==> src/rtl/ddr_rd_ctrl.sv <==
// DDR3 read scheduler: issues fixed-length read bursts over a circular address
// window whenever the read-path FIFO can take a full burst, and forwards beats.
module ddr_rd_ctrl #(
  parameter int ADDR_WIDTH       = 28,
  parameter int DATA_WIDTH       = 128,
  parameter int BURST_LEN        = 16,
  parameter int ADDR_STEP        = 128,
  parameter int FIFO_DEPTH_WIDTH = 10
) (
  input  logic                        clk,
  input  logic                        rst,
  input  logic                        rd_start,
  input  logic                        rd_stop,
  input  logic [ADDR_WIDTH-1:0]       rd_base_addr,
  input  logic [ADDR_WIDTH-1:0]       rd_end_addr,
  input  logic [FIFO_DEPTH_WIDTH:0]   wr_water_level,
  input  logic                        wr_full,
  output logic [ADDR_WIDTH-1:0]       m_araddr,
  output logic [7:0]                  m_arlen,
  output logic                        m_arvalid,
  input  logic                        m_arready,
  input  logic [DATA_WIDTH-1:0]       m_rdata,
  input  logic                        m_rvalid,
  input  logic                        m_rlast,
  output logic                        m_rready,
  output logic                        fifo_wr_en,
  output logic [DATA_WIDTH-1:0]       fifo_wr_data,
  output logic                        busy,
  output logic [15:0]                 burst_cnt,
  output logic                        err
);

  typedef enum logic [2:0] {
    ST_IDLE  = 3'd0,
    ST_CHECK = 3'd1,
    ST_ADDR  = 3'd2,
    ST_DATA  = 3'd3,
    ST_DRAIN = 3'd4
  } state_t;

  localparam logic [7:0]                LAST_BEAT   = 8'(BURST_LEN - 1);
  localparam logic [FIFO_DEPTH_WIDTH:0] SPACE_LIMIT =
    (FIFO_DEPTH_WIDTH + 1)'((2 ** FIFO_DEPTH_WIDTH) - BURST_LEN);
  localparam logic [ADDR_WIDTH:0]       STEP_EXT    = (ADDR_WIDTH + 1)'(ADDR_STEP);

  state_t                  state_r, next_state_s;
  logic [ADDR_WIDTH-1:0]   base_addr_r, end_addr_r, cur_addr_r;
  logic [7:0]              beat_cnt_r;
  logic                    stop_pending_r;
  logic [ADDR_WIDTH-1:0]   m_araddr_r;
  logic                    m_arvalid_r, m_rready_r, fifo_wr_en_r, busy_r, err_r;
  logic [DATA_WIDTH-1:0]   fifo_wr_data_r;
  logic [15:0]             burst_cnt_r;

  logic                    space_s, stop_s, beat_fire_s, beat_last_s, burst_done_s;
  logic [ADDR_WIDTH:0]     next_addr_s;
  logic [ADDR_WIDTH-1:0]   wrap_addr_s;

  assign m_araddr     = m_araddr_r;
  assign m_arlen      = LAST_BEAT;
  assign m_arvalid    = m_arvalid_r;
  assign m_rready     = m_rready_r;
  assign fifo_wr_en   = fifo_wr_en_r;
  assign fifo_wr_data = fifo_wr_data_r;
  assign busy         = busy_r;
  assign burst_cnt    = burst_cnt_r;
  assign err          = err_r;

  // Beat bookkeeping and circular address advance (extra bit keeps the compare exact).
  always_comb begin
    space_s      = (wr_water_level <= SPACE_LIMIT) && !wr_full;
    stop_s       = stop_pending_r | rd_stop;
    beat_fire_s  = (state_r == ST_DATA) && m_rvalid && m_rready_r;
    beat_last_s  = (beat_cnt_r == LAST_BEAT);
    burst_done_s = beat_fire_s && (m_rlast || beat_last_s);
    next_addr_s  = {1'b0, cur_addr_r} + STEP_EXT;
    if (next_addr_s >= {1'b0, end_addr_r}) begin
      wrap_addr_s = base_addr_r;
    end else begin
      wrap_addr_s = next_addr_s[ADDR_WIDTH-1:0];
    end
  end

  // Next-state logic.
  always_comb begin
    next_state_s = state_r;
    case (state_r)
      ST_IDLE: begin
        if (rd_start) next_state_s = ST_CHECK;
        else          next_state_s = ST_IDLE;
      end
      ST_CHECK: begin
        if (stop_s)       next_state_s = ST_IDLE;
        else if (space_s) next_state_s = ST_ADDR;
        else              next_state_s = ST_CHECK;
      end
      ST_ADDR: begin
        if (m_arvalid_r && m_arready) next_state_s = ST_DATA;
        else                          next_state_s = ST_ADDR;
      end
      ST_DATA: begin
        if (burst_done_s) next_state_s = ST_CHECK;
        else              next_state_s = ST_DATA;
      end
      ST_DRAIN: next_state_s = ST_IDLE;
      default:  next_state_s = ST_IDLE;
    endcase
  end

  // State register.
  always_ff @(posedge clk) begin
    if (rst) state_r <= ST_IDLE;
    else     state_r <= next_state_s;
  end

  // Registered outputs, window registers and burst/beat counters.
  always_ff @(posedge clk) begin
    if (rst) begin
      base_addr_r    <= '0;
      end_addr_r     <= '0;
      cur_addr_r     <= '0;
      beat_cnt_r     <= 8'd0;
      stop_pending_r <= 1'b0;
      m_araddr_r     <= '0;
      m_arvalid_r    <= 1'b0;
      m_rready_r     <= 1'b0;
      fifo_wr_en_r   <= 1'b0;
      fifo_wr_data_r <= '0;
      busy_r         <= 1'b0;
      burst_cnt_r    <= 16'd0;
      err_r          <= 1'b0;
    end else begin
      m_arvalid_r  <= (next_state_s == ST_ADDR);
      m_rready_r   <= (next_state_s == ST_DATA);
      busy_r       <= (next_state_s != ST_IDLE);
      fifo_wr_en_r <= beat_fire_s;
      if (beat_fire_s) fifo_wr_data_r <= m_rdata;

      if (state_r == ST_IDLE && rd_start) begin
        base_addr_r <= rd_base_addr;
        end_addr_r  <= rd_end_addr;
        cur_addr_r  <= rd_base_addr;
        burst_cnt_r <= 16'd0;
        err_r       <= 1'b0;
      end

      // A stop is only honoured at a burst boundary, so it is remembered until then.
      if (state_r == ST_IDLE || next_state_s == ST_IDLE) stop_pending_r <= 1'b0;
      else if (rd_stop)                                  stop_pending_r <= 1'b1;

      if (state_r == ST_CHECK && next_state_s == ST_ADDR) m_araddr_r <= cur_addr_r;

      if (state_r == ST_ADDR && next_state_s == ST_DATA) beat_cnt_r <= 8'd0;
      else if (beat_fire_s)                              beat_cnt_r <= beat_cnt_r + 8'd1;

      if (beat_fire_s && (m_rlast != beat_last_s)) err_r <= 1'b1;

      if (burst_done_s) begin
        burst_cnt_r <= burst_cnt_r + 16'd1;
        cur_addr_r  <= wrap_addr_s;
      end
    end
  end

endmodule

==> config.mk <==
export PLATFORM = sky130hd
export DESIGN_NAME = ddr_rd_ctrl
export DESIGN_NICKNAME = d
export VERILOG_FILES = /design/src/rtl/ddr_rd_ctrl.sv
export SDC_FILE = /design/constraint.sdc
export NUM_CORES = 1
export LEC_CHECK = 0
export ABC_AREA = 1
export BUFFER_PORTS_ARGS = -buffer_cell sky130_fd_sc_hd__buf_4
export CORE_MARGIN = 5
export CORE_UTILIZATION = 45
export DETAILED_ROUTE_END_ITERATION = 10
export PLACE_DENSITY = 0.73
export SYNTH_ARGS = -nofsm -noshare
export SYNTH_HDL_FRONTEND = slang
export SYNTH_SLANG_ARGS = --single-unit
==> constraint.sdc <==
create_clock -name clk -period 4.2 [get_ports clk]
set_input_delay 1.26 -clock clk [delete_from_list [all_inputs] [get_ports clk]]
set_output_delay 1.26 -clock clk [all_outputs]
set_load 0.01 [all_outputs]
==> results of run 1 <==
## cell families after synthesis
family | after synthesis
AND/OR/NAND/NOR | 668
AO/OA/AOI/OAI | 322
flip-flops | 272
buffers and inverters | 224
adder cells (fa/ha/maj) | 32
XOR/XNOR | 22
other | 2
## area by class of cell
cell class / count / area (um^2) / area share
clock buffer: 45 / 866 / 0.0564
inverter: 133 / 507 / 0.0330
clock inverter: 6 / 58.8 / 0.00383
timing repair buffer: 392 / 2960 / 0.192
antenna: 4 / 10.0 / 0.000652
sequential: 272 / 5450 / 0.355
tap: 330 / 413 / 0.0269
multi-input combinational: 1052 / 5100 / 0.332
## per-stage QoR
stage                     cells  cell area, um^2  worst slack, ps
after detailed placement   2179            14400              504
after global routing       2234            15400             26.4
after CTS                  2230            15300              477
after floorplan            1548            11400             1180
after global placement     2179            14400              629
final                      2234            15400              465
## path summary, 6_finish.rpt
| kind | from | endpoint | slack [ps] | cells past startpoint |
|---|---|---|---|---|
| worst max-delay path | cur_addr_r[7]$_SDFFE_PP0P_ | cur_addr_r[8]$_SDFFE_PP0P_ | 470 | 24 |
| worst min-delay path | m_araddr[18]$_SDFFE_PP0P_ | m_araddr[18]$_SDFFE_PP0P_ | 440 | 2 |
| worst max register to register | cur_addr_r[7]$_SDFFE_PP0P_ | cur_addr_r[8]$_SDFFE_PP0P_ | 470 | 24 |
| worst min register to register | m_araddr[18]$_SDFFE_PP0P_ | m_araddr[18]$_SDFFE_PP0P_ | 440 | 2 |
## registers in the layout, summed over array words and instances (netlist names)
signal / count
fifo_wr_en: 1
burst_cnt: 16
base_addr_r: 28
fifo_wr_data: 128
err: 1
state_r: 2
m_rready: 1
busy: 1
beat_cnt_r: 8
m_araddr: 28
end_addr_r: 28
cur_addr_r: 28
stop_pending_r: 1
m_arvalid: 1
## layer usage
metal,vias up,wire length (um)
met5,-,0
met4,0,1260
met3,76,3120
met2,358,18500
met1,5077,14700
li1,5599,-
## critical path: cells and delay by family, from the launching register on
kind,cells,cell delay (ps)
fa+ha+maj,2,520
xor+xnor,1,160
buf+inv,3,200
flops,1,420
simple gates,18,2370
## synthesized netlist by cell type (2+ instances only)
library cell	count
a211oi_1	2
a21oi_1	106
a221oi_1	2
buf_2	3
buf_4	9
buf_6	2
clkbuf_1	75
clkinv_1	2
conb_1	2
dfxtp_1	272
ha_1	32
inv_1	127
inv_2	3
nand2_1	242
nand2_2	3
nand3_1	30
nand3b_1	13
nand4_1	15
nor2_1	319
nor2_2	5
nor2_4	3
nor2_8	2
nor3_1	23
nor3_2	2
nor3b_1	2
o21ai_0	202
o21bai_1	2
or2_2	3
xor2_1	21
## report_power, final
| part | internal [mW] | total, mW | switching, mW |
|---|---|---|---|
| combinational | 0.269 | 0.603 | 0.335 |
| clock | 1.47 | 2.50 | 1.03 |
| sequential | 2.65 | 2.70 | 0.0463 |
==> flow_summary.toml, run 1 <==
[global_route]
grt_use_total = 0.248
grtUsageMet3 = 0.0776
busiest_layer = "met2"
antenna_found_initial = 4
grt_pass1_wl_um = 57600
grt_overflow = 0
met2_usage = 0.428
grt_pass1_vias = 10700
met1_usage = 0.291
grt_max_degree = 121

[timing]
worst_slew_pin_slew_ps = 1060
max-slew-margin-rel = 0.292
slew_viol_final = 0
fin_tns_setup_ps = 0
rsz0062_at_grt = "false"
holdWs_ps = 443
setup_viol_count_final = 0
min_period_ps = 3730
finalHoldViolCount = 0
post-route-period-util = 0.889
max_freq_mhz = 268
fin_skew_ps = 17.2

[setup_path]
worstPathArrival_ps = 4220
critPathMaxFanout = 21
slowest_stage = "nor2_4"
crit_top_cell = "nand2_1"
critPathCaptureType = "register"
worstPathRequired_ps = 4690
start_kind = "register"
cpPeakStageDelay_ps = 430
critical_path.cell_chain = "ha_1 -> nand2_1 -> inv_2 -> nand2_1 -> nor2_2 -> nand2_1 -> nor2_2 -> nand3_1 -> nor2_2 -> nand2_1 -> xor2_1 -> ha_1 -> nand3_1 -> nor3_1 -> nand2_1 -> nor2_1 -> nand2_4 -> inv_1 -> nor2_2 -> nor2_4 -> nand2_1 -> nand3b_1 -> nand2_1 -> inv_1"
crit_type = "register to register"

[synth]
synthMuxAreaShare = 0
yosys.area_share.simple = 0.246
synth_area_leaders = "dfxtp_1 48%, nor2_1 10%, o21ai_0 8.9%, nand2_1 8.0%, a21oi_1 4.6%"
syn_inst = 1542
postSynth.asyncResetShare = 0
synthXorXnorAreaFrac = 0.0169
synth_top_family_by_area = "simple AND/OR/NAND/NOR gates"
ys_seq_elements = 272
yosys.area_share.adder = 0.0351
synth-main-ff-cell = "dfxtp_1"
syn_area_um2 = 11400
yosysTopAreaCell = "dfxtp_1"
yosysTopAreaCellShare = 0.477
ys_seq_area_frac = 0.477
synth_enable_flop_cells = 0
synth-warning-count = 0
synth_compound_area_frac = 0.145
yosys.cell_types.count = 47
syn_avg_cell_area_um2 = 7.41

[drt]
dr.pass1.iters = 5
num_vias = 11100
wirelength_um = 37600
drt-initial-drc-count = 720
drtAntennaViolNets = 0
wire_per_inst_um = 16.8
drt-vias-per-instance = 4.97
drc = 0

[die]
placementRows = 58
die_h_um = 169
dieArea_um2 = 28700
die_w_um = 169
core_um2 = 25100
io_pins = 388
start_util = 0.455

[min_path]
hold_class = "register to register"

[clock_network]
clockBufferDepth = 3
root_buffer = "clkbuf_16"
postCtsSetupBuffers = 0
path_clk_slew_ps = 60
cts_hold_buffers = 0
cts_buffers = 29
cts_htree_levels = 1
clkLatencyLatePin_ps = 540
postCtsResizedCells = 0
cts_sinks = 272
tritoncts = "yes"

[finish]
final_nets = 2115
fillCellCount = 2330
fin_util = 0.612
area_growth_pct = 34.4
final_cell_mix = "391 x buf_4, 319 x nor2_1, 272 x dfxtp_1"
final_common_cell = "buf_4"
drive_above_1_share = 0.246

[place]
numPortBuffers = 379
place.gp.congestion = 0.890
dpl.hpwl_um = 27700

[power]
irDropWorstVdd_mv = 0.279
power_mw = 5.80
power_density_nw_per_um2 = 378
p_leak_nw = 6.92

[run_status]
outcome = "finished clean"

[run]
drv_cap = 0
Note: power is estimated with default switching activity, not from simulation.
==> run 2: changes to the inputs <==
Clock period 4.2 ns to 4.4 ns, I/O delays scaled along.
==> run 2 against run 1 <==
Clock power fell by 6%. Power fell by 5.0%. Clock skew fell by 6.6 ps. Critical path depth did not move. Utilization fell by 0.14 points. Largest power group unchanged.
==> flow_summary.toml, run 2 (synthesized netlist as in run 1, its figures left out) <==
[drt]
wirelength_um = 37300
wire_per_inst_um = 16.7
drc = 0
drt-initial-drc-count = 764
num_vias = 10900
dr.pass1.iters = 5
drt-vias-per-instance = 4.91
drtAntennaViolNets = 0

[die]
core_um2 = 25100
io_pins = 388
placementRows = 58
start_util = 0.455
die_w_um = 169
die_h_um = 169
dieArea_um2 = 28700

[global_route]
grt_pass1_vias = 10700
grt_use_total = 0.247
antenna_found_initial = 3
grt_max_degree = 133
grt_overflow = 0
grt_pass1_wl_um = 57300

[run_status]
outcome = "finished clean"

[timing]
worst_slew_pin_slew_ps = 1160
max-slew-margin-rel = 0.226
post-route-period-util = 0.869
max_freq_mhz = 262
slew_viol_final = 0
rsz0062_at_grt = "false"
finalHoldViolCount = 0
fin_tns_setup_ps = 0
setup_viol_count_final = 0
holdWs_ps = 441
min_period_ps = 3820
fin_skew_ps = 10.6

[clock_network]
clkLatencyLatePin_ps = 530
tritoncts = "yes"
cts_sinks = 272
path_clk_slew_ps = 60
postCtsResizedCells = 0
cts_htree_levels = 1
cts_hold_buffers = 0
clockBufferDepth = 3
root_buffer = "clkbuf_16"
postCtsSetupBuffers = 0
cts_buffers = 29

[place]
place.gp.congestion = 0.890
dpl.hpwl_um = 27500
numPortBuffers = 379

[finish]
area_growth_pct = 34.1
largest_register_ff_count = 128
fillCellCount = 2355
final_common_cell = "buf_4"
final_cell_mix = "387 x buf_4, 319 x nor2_1, 272 x dfxtp_1"
fin_util = 0.610
final_nets = 2112
drive_above_1_share = 0.243

[setup_path]
slowest_stage = "nor2_4"
critPathCaptureType = "register"
crit_top_cell = "nand2_1"
worstPathRequired_ps = 4870
critical_path.cell_chain = "ha_1 -> nand2_1 -> inv_2 -> nand2_1 -> nor2_2 -> nand2_1 -> nor2_2 -> nand3_1 -> nor2_2 -> nand2_1 -> xor2_1 -> ha_1 -> nand3_1 -> nor3_1 -> nand2_1 -> nor2_1 -> nand2_4 -> inv_1 -> nor2_2 -> nor2_4 -> nand2_1 -> nand3_1 -> nand2_1 -> inv_1"
cp_top_family = "simple AND/OR/NAND/NOR gates"
worst-path-buf-inv = 3
cpPeakStageDelay_ps = 440
critPathMaxFanout = 21
start_kind = "register"
crit_type = "register to register"
worstPathArrival_ps = 4300

[power]
p_leak_nw = 6.89
irDropWorstVdd_mv = 0.322
power_density_nw_per_um2 = 359

[min_path]
hold_class = "register to register"

[run]
drv_cap = 0
## run 2: final cells by class
class / instances / area [um^2] / area share
antenna: 3 / 7.51 / 0.000490
clock buffer: 43 / 818 / 0.0534
clock inverter: 6 / 82.6 / 0.00539
inverter: 133 / 507 / 0.0331
multi-input combinational: 1052 / 5100 / 0.333
sequential: 272 / 5450 / 0.355
tap: 330 / 413 / 0.0270
timing repair buffer: 389 / 2950 / 0.192
## run 2: worst register-to-register path: stages, from the launching register on
cell,delay (ps)
dfxtp_1,410
ha_1,230
nand2_1,80
inv_2,60
nand2_1,80
nor2_2,170
nand2_1,120
nor2_2,160
nand3_1,110
nor2_2,130
nand2_1,80
xor2_1,170
ha_1,300
nand3_1,90
nor3_1,260
nand2_1,90
nor2_1,180
nand2_4,100
inv_1,80
nor2_2,50
nor2_4,440
nand2_1,120
nand3_1,120
nand2_1,60
inv_1,90
## run 2: through the flow
| step | instances | worst slack [ps] | power, mW | instance area [um^2] |
|---|---|---|---|---|
| final | 2228 | 578 | 5.51 | 15300 |
| after CTS | 2225 | 591 | 5.55 | 15300 |
| after global placement | 2176 | 808 | 3.19 | 14400 |
| after floorplan | 1548 | 1380 | 2.94 | 11400 |
| after global routing | 2228 | 177 | 5.74 | 15300 |
| after detailed placement | 2176 | 625 | 3.20 | 14400 |
## run 2: layer usage
| layer | routed length, um | track usage | up-vias |
|---|---|---|---|
| li1 | - | - | 5601 |
| met4 | 1340 | 0.0865 | 0 |
| met2 | 18200 | 0.423 | 324 |
| met1 | 14700 | 0.294 | 4942 |
| met3 | 2970 | 0.0771 | 67 |
| met5 | 0 | 0 | - |
## run 2: where the power goes
group,leakage (nW),switching (mW),total [mW],internal [mW]
Sequential,2.21,0.0439,2.57,2.53
Combinational,4.25,0.318,0.573,0.256
Clock,0.438,0.970,2.36,1.39
Total,6.89,1.33,5.51,4.17
## run 2: final timing paths
kind                                            startpoint                          end  slack [ps]  cells past startpoint
worst max register to register  cur_addr_r[8]$_SDFFE_PP0P_  cur_addr_r[22]$_SDFFE_PP0P_         580                     24
worst min register to register   m_araddr[25]$_SDFFE_PP0P_    m_araddr[25]$_SDFFE_PP0P_         440                      2
worst max-delay path            cur_addr_r[8]$_SDFFE_PP0P_  cur_addr_r[22]$_SDFFE_PP0P_         580                     24
worst min-delay path             m_araddr[25]$_SDFFE_PP0P_    m_araddr[25]$_SDFFE_PP0P_         440                      2
==> run 3: changes to the inputs <==
Settings changed: CELL_PAD_IN_SITES_DETAIL_PLACEMENT from default to 1, CELL_PAD_IN_SITES_GLOBAL_PLACEMENT from default to 1, CORE_UTILIZATION 45 to 38, PLACE_DENSITY 0.73 to default, PLACE_DENSITY_LB_ADDON from default to 0.1, SLEW_MARGIN from default to 20.
==> run 3 against run 2 <==
Clock skew rose by 3.6 ps. Maximum frequency is 0.71% lower. Clock power is 11% higher. Worst hold slack better by 2.4 ps. Design area increased by 1.4%. Routed wire length increased by 9.8%. Worst setup slack worse by 27 ps. Critical endpoint is now cur_addr_r[10]$_SDFFE_PP0P_. Largest power group is now clock.
==> flow_summary.toml, run 3 (synthesized netlist as in run 1, its figures left out) <==
[clock_network]
postCtsSetupBuffers = 0
root_buffer = "clkbuf_16"
tritoncts = "yes"
postCtsResizedCells = 0
clkLatencyLatePin_ps = 550
cts_buffers = 31
cts_sinks = 272
clockBufferDepth = 3
cts_hold_buffers = 0
cts_htree_levels = 1
path_clk_slew_ps = 60

[power]
internal-power_mw = 4.36
power_density_nw_per_um2 = 372
p_leak_nw = 6.98
irDropWorstVdd_mv = 0.328
p_sw_mw = 1.42
p_sw_frac = 0.245
clock_power_share = 0.452
seq_power_share = 0.446
combPwrFrac = 0.102
power_mw = 5.77

[die]
core_um2 = 29600
die_w_um = 183
die_h_um = 183
dieArea_um2 = 33600
io_pins = 388
start_util = 0.385
placementRows = 63

[finish]
final_nets = 2116
diodes = 0
drive_above_1_share = 0.249
final_cell_mix = "390 x buf_4, 319 x nor2_1, 272 x dfxtp_1"
final_common_cell = "buf_4"
largest_register_ff_count = 128
final_area_um2 = 15500
fin_util = 0.524
area_growth_pct = 36.0

[timing]
max-slew-margin-rel = 0.347
fin_tns_setup_ps = 0
finalHoldViolCount = 0
rsz0062_at_grt = "false"
fin_ws_ps = 551
post-route-period-util = 0.875
max_freq_mhz = 260
min_period_ps = 3850
worst_slew_pin_slew_ps = 980
slew_viol_final = 0
fin_skew_ps = 14.2
setup_viol_count_final = 0

[setup_path]
crit_type = "register to register"
regToRegSetupSlack_ps = 550
critPathCaptureType = "register"
cpPeakStageDelay_ps = 480
worstPathRequired_ps = 4890
critical_path.cell_chain = "ha_1 -> nand2_1 -> inv_2 -> nand2_1 -> nor2_2 -> nand2_1 -> nor2_2 -> nand3_1 -> nor2_2 -> nand2_1 -> xor2_1 -> ha_1 -> nand3_1 -> nor3_1 -> nand2_1 -> nor2_1 -> nand2_4 -> inv_1 -> nor2_2 -> nor2_4 -> nand2_1 -> nand3b_1 -> nand2_1 -> inv_1"
slowest_stage = "nor2_4"
r2r_start = "cur_addr_r[8]$_SDFFE_PP0P_"
start_kind = "register"
r2r_end = "cur_addr_r[10]$_SDFFE_PP0P_"
critPathMaxFanout = 21
r2r_cells = 24
crit_top_cell = "nand2_1"
cp-startpoint = "cur_addr_r[8]$_SDFFE_PP0P_"
critPathCapture = "cur_addr_r[10]$_SDFFE_PP0P_"
worstPathArrival_ps = 4340

[global_route]
grt_pass1_vias = 11900
grt_overflow = 0
antenna_found_initial = 1
grt_max_degree = 97
grt_pass1_wl_um = 63200
grt_use_total = 0.231

[min_path]
min_path_cells = 2
hold_class = "register to register"

[drt]
route.met2.wl_um = 21100
drc = 0
highest_layer = "met5"
wl_met3_um = 3130
num_vias = 11300
drtAntennaViolNets = 0
drt-vias-per-instance = 4.91
dr.pass1.iters = 4
wire_per_inst_um = 17.8
wl_met1_um = 15600
wirelength_um = 40900
drt-initial-drc-count = 451

[place]
place.gp.congestion = 0.838
numPortBuffers = 379
dpl.hpwl_um = 30000
place_ws_ps = 572
dpl-instance-area_um2 = 14500

[run_status]
outcome = "finished clean"

[run]
drv_cap = 0
[run 3: cell types whose count changed in the layout (fill, tap and decap cells not counted), sizes merged]
cell and delta:
clkbuf +2, buf +2, inv +2, diode -3
clkinv +3
[run 3: layout make-up]
class	instances	area (um^2)
Tap cell	390	488
Inverter	133	507
Sequential cell	272	5450
Clock inverter	11	118
Timing Repair Buffer	391	2950
Multi-Input combinational cell	1052	5100
Clock buffer	45	928
Fill cell	3764	14100
[run 3: routing by layer]
| metal | GRT usage | up-vias |
|---|---|---|
| li1 | - | 5598 |
| met1 | 0.255 | 5300 |
| met2 | 0.429 | 290 |
| met3 | 0.0724 | 64 |
| met4 | 0.0596 | 2 |
| met5 | 0 | - |
[run 3: worst min path at each step]
stage                                start                           to  slack [ps]
6_report         m_araddr[21]$_SDFFE_PP0P_    m_araddr[21]$_SDFFE_PP0P_         440
5_1_grt           m_araddr[2]$_SDFFE_PP0P_     m_araddr[2]$_SDFFE_PP0P_         470
4_1_cts          m_araddr[21]$_SDFFE_PP0P_    m_araddr[21]$_SDFFE_PP0P_         450
3_5_place_dp      m_araddr[8]$_SDFFE_PP0P_     m_araddr[8]$_SDFFE_PP0P_         440
3_3_place_gp     m_araddr[18]$_SDFFE_PP0P_    m_araddr[18]$_SDFFE_PP0P_         440
2_1_floorplan  end_addr_r[10]$_SDFFE_PP0P_  end_addr_r[10]$_SDFFE_PP0P_         440
[run 3: power by group through the flow]
stage                     Sequential (mW)  Clock (mW)  Combinational (mW)
after floorplan                      2.62           0               0.327
after global placement               2.63           0               0.571
after detailed placement             2.63           0               0.591
after CTS                            2.57        2.68               0.596
after global routing                 2.58        2.77               0.662
final                                2.57        2.61               0.591
[run 3: critical path, delay by kind of cell, from the launching register on]
family        cells  cell delay [ps]
fa+ha+maj         2              540
simple gates     18             2480
buf+inv           3              220
xor+xnor          1              170
flops             1              400
[run 3: metrics by stage]
stage | hold WS, ps | cells
floorplan | 435 | 1548
global placement | 435 | 2238
detailed placement | 440 | 2238
CTS | 450 | 2294
global route | 468 | 2294
finish | 443 | 2294
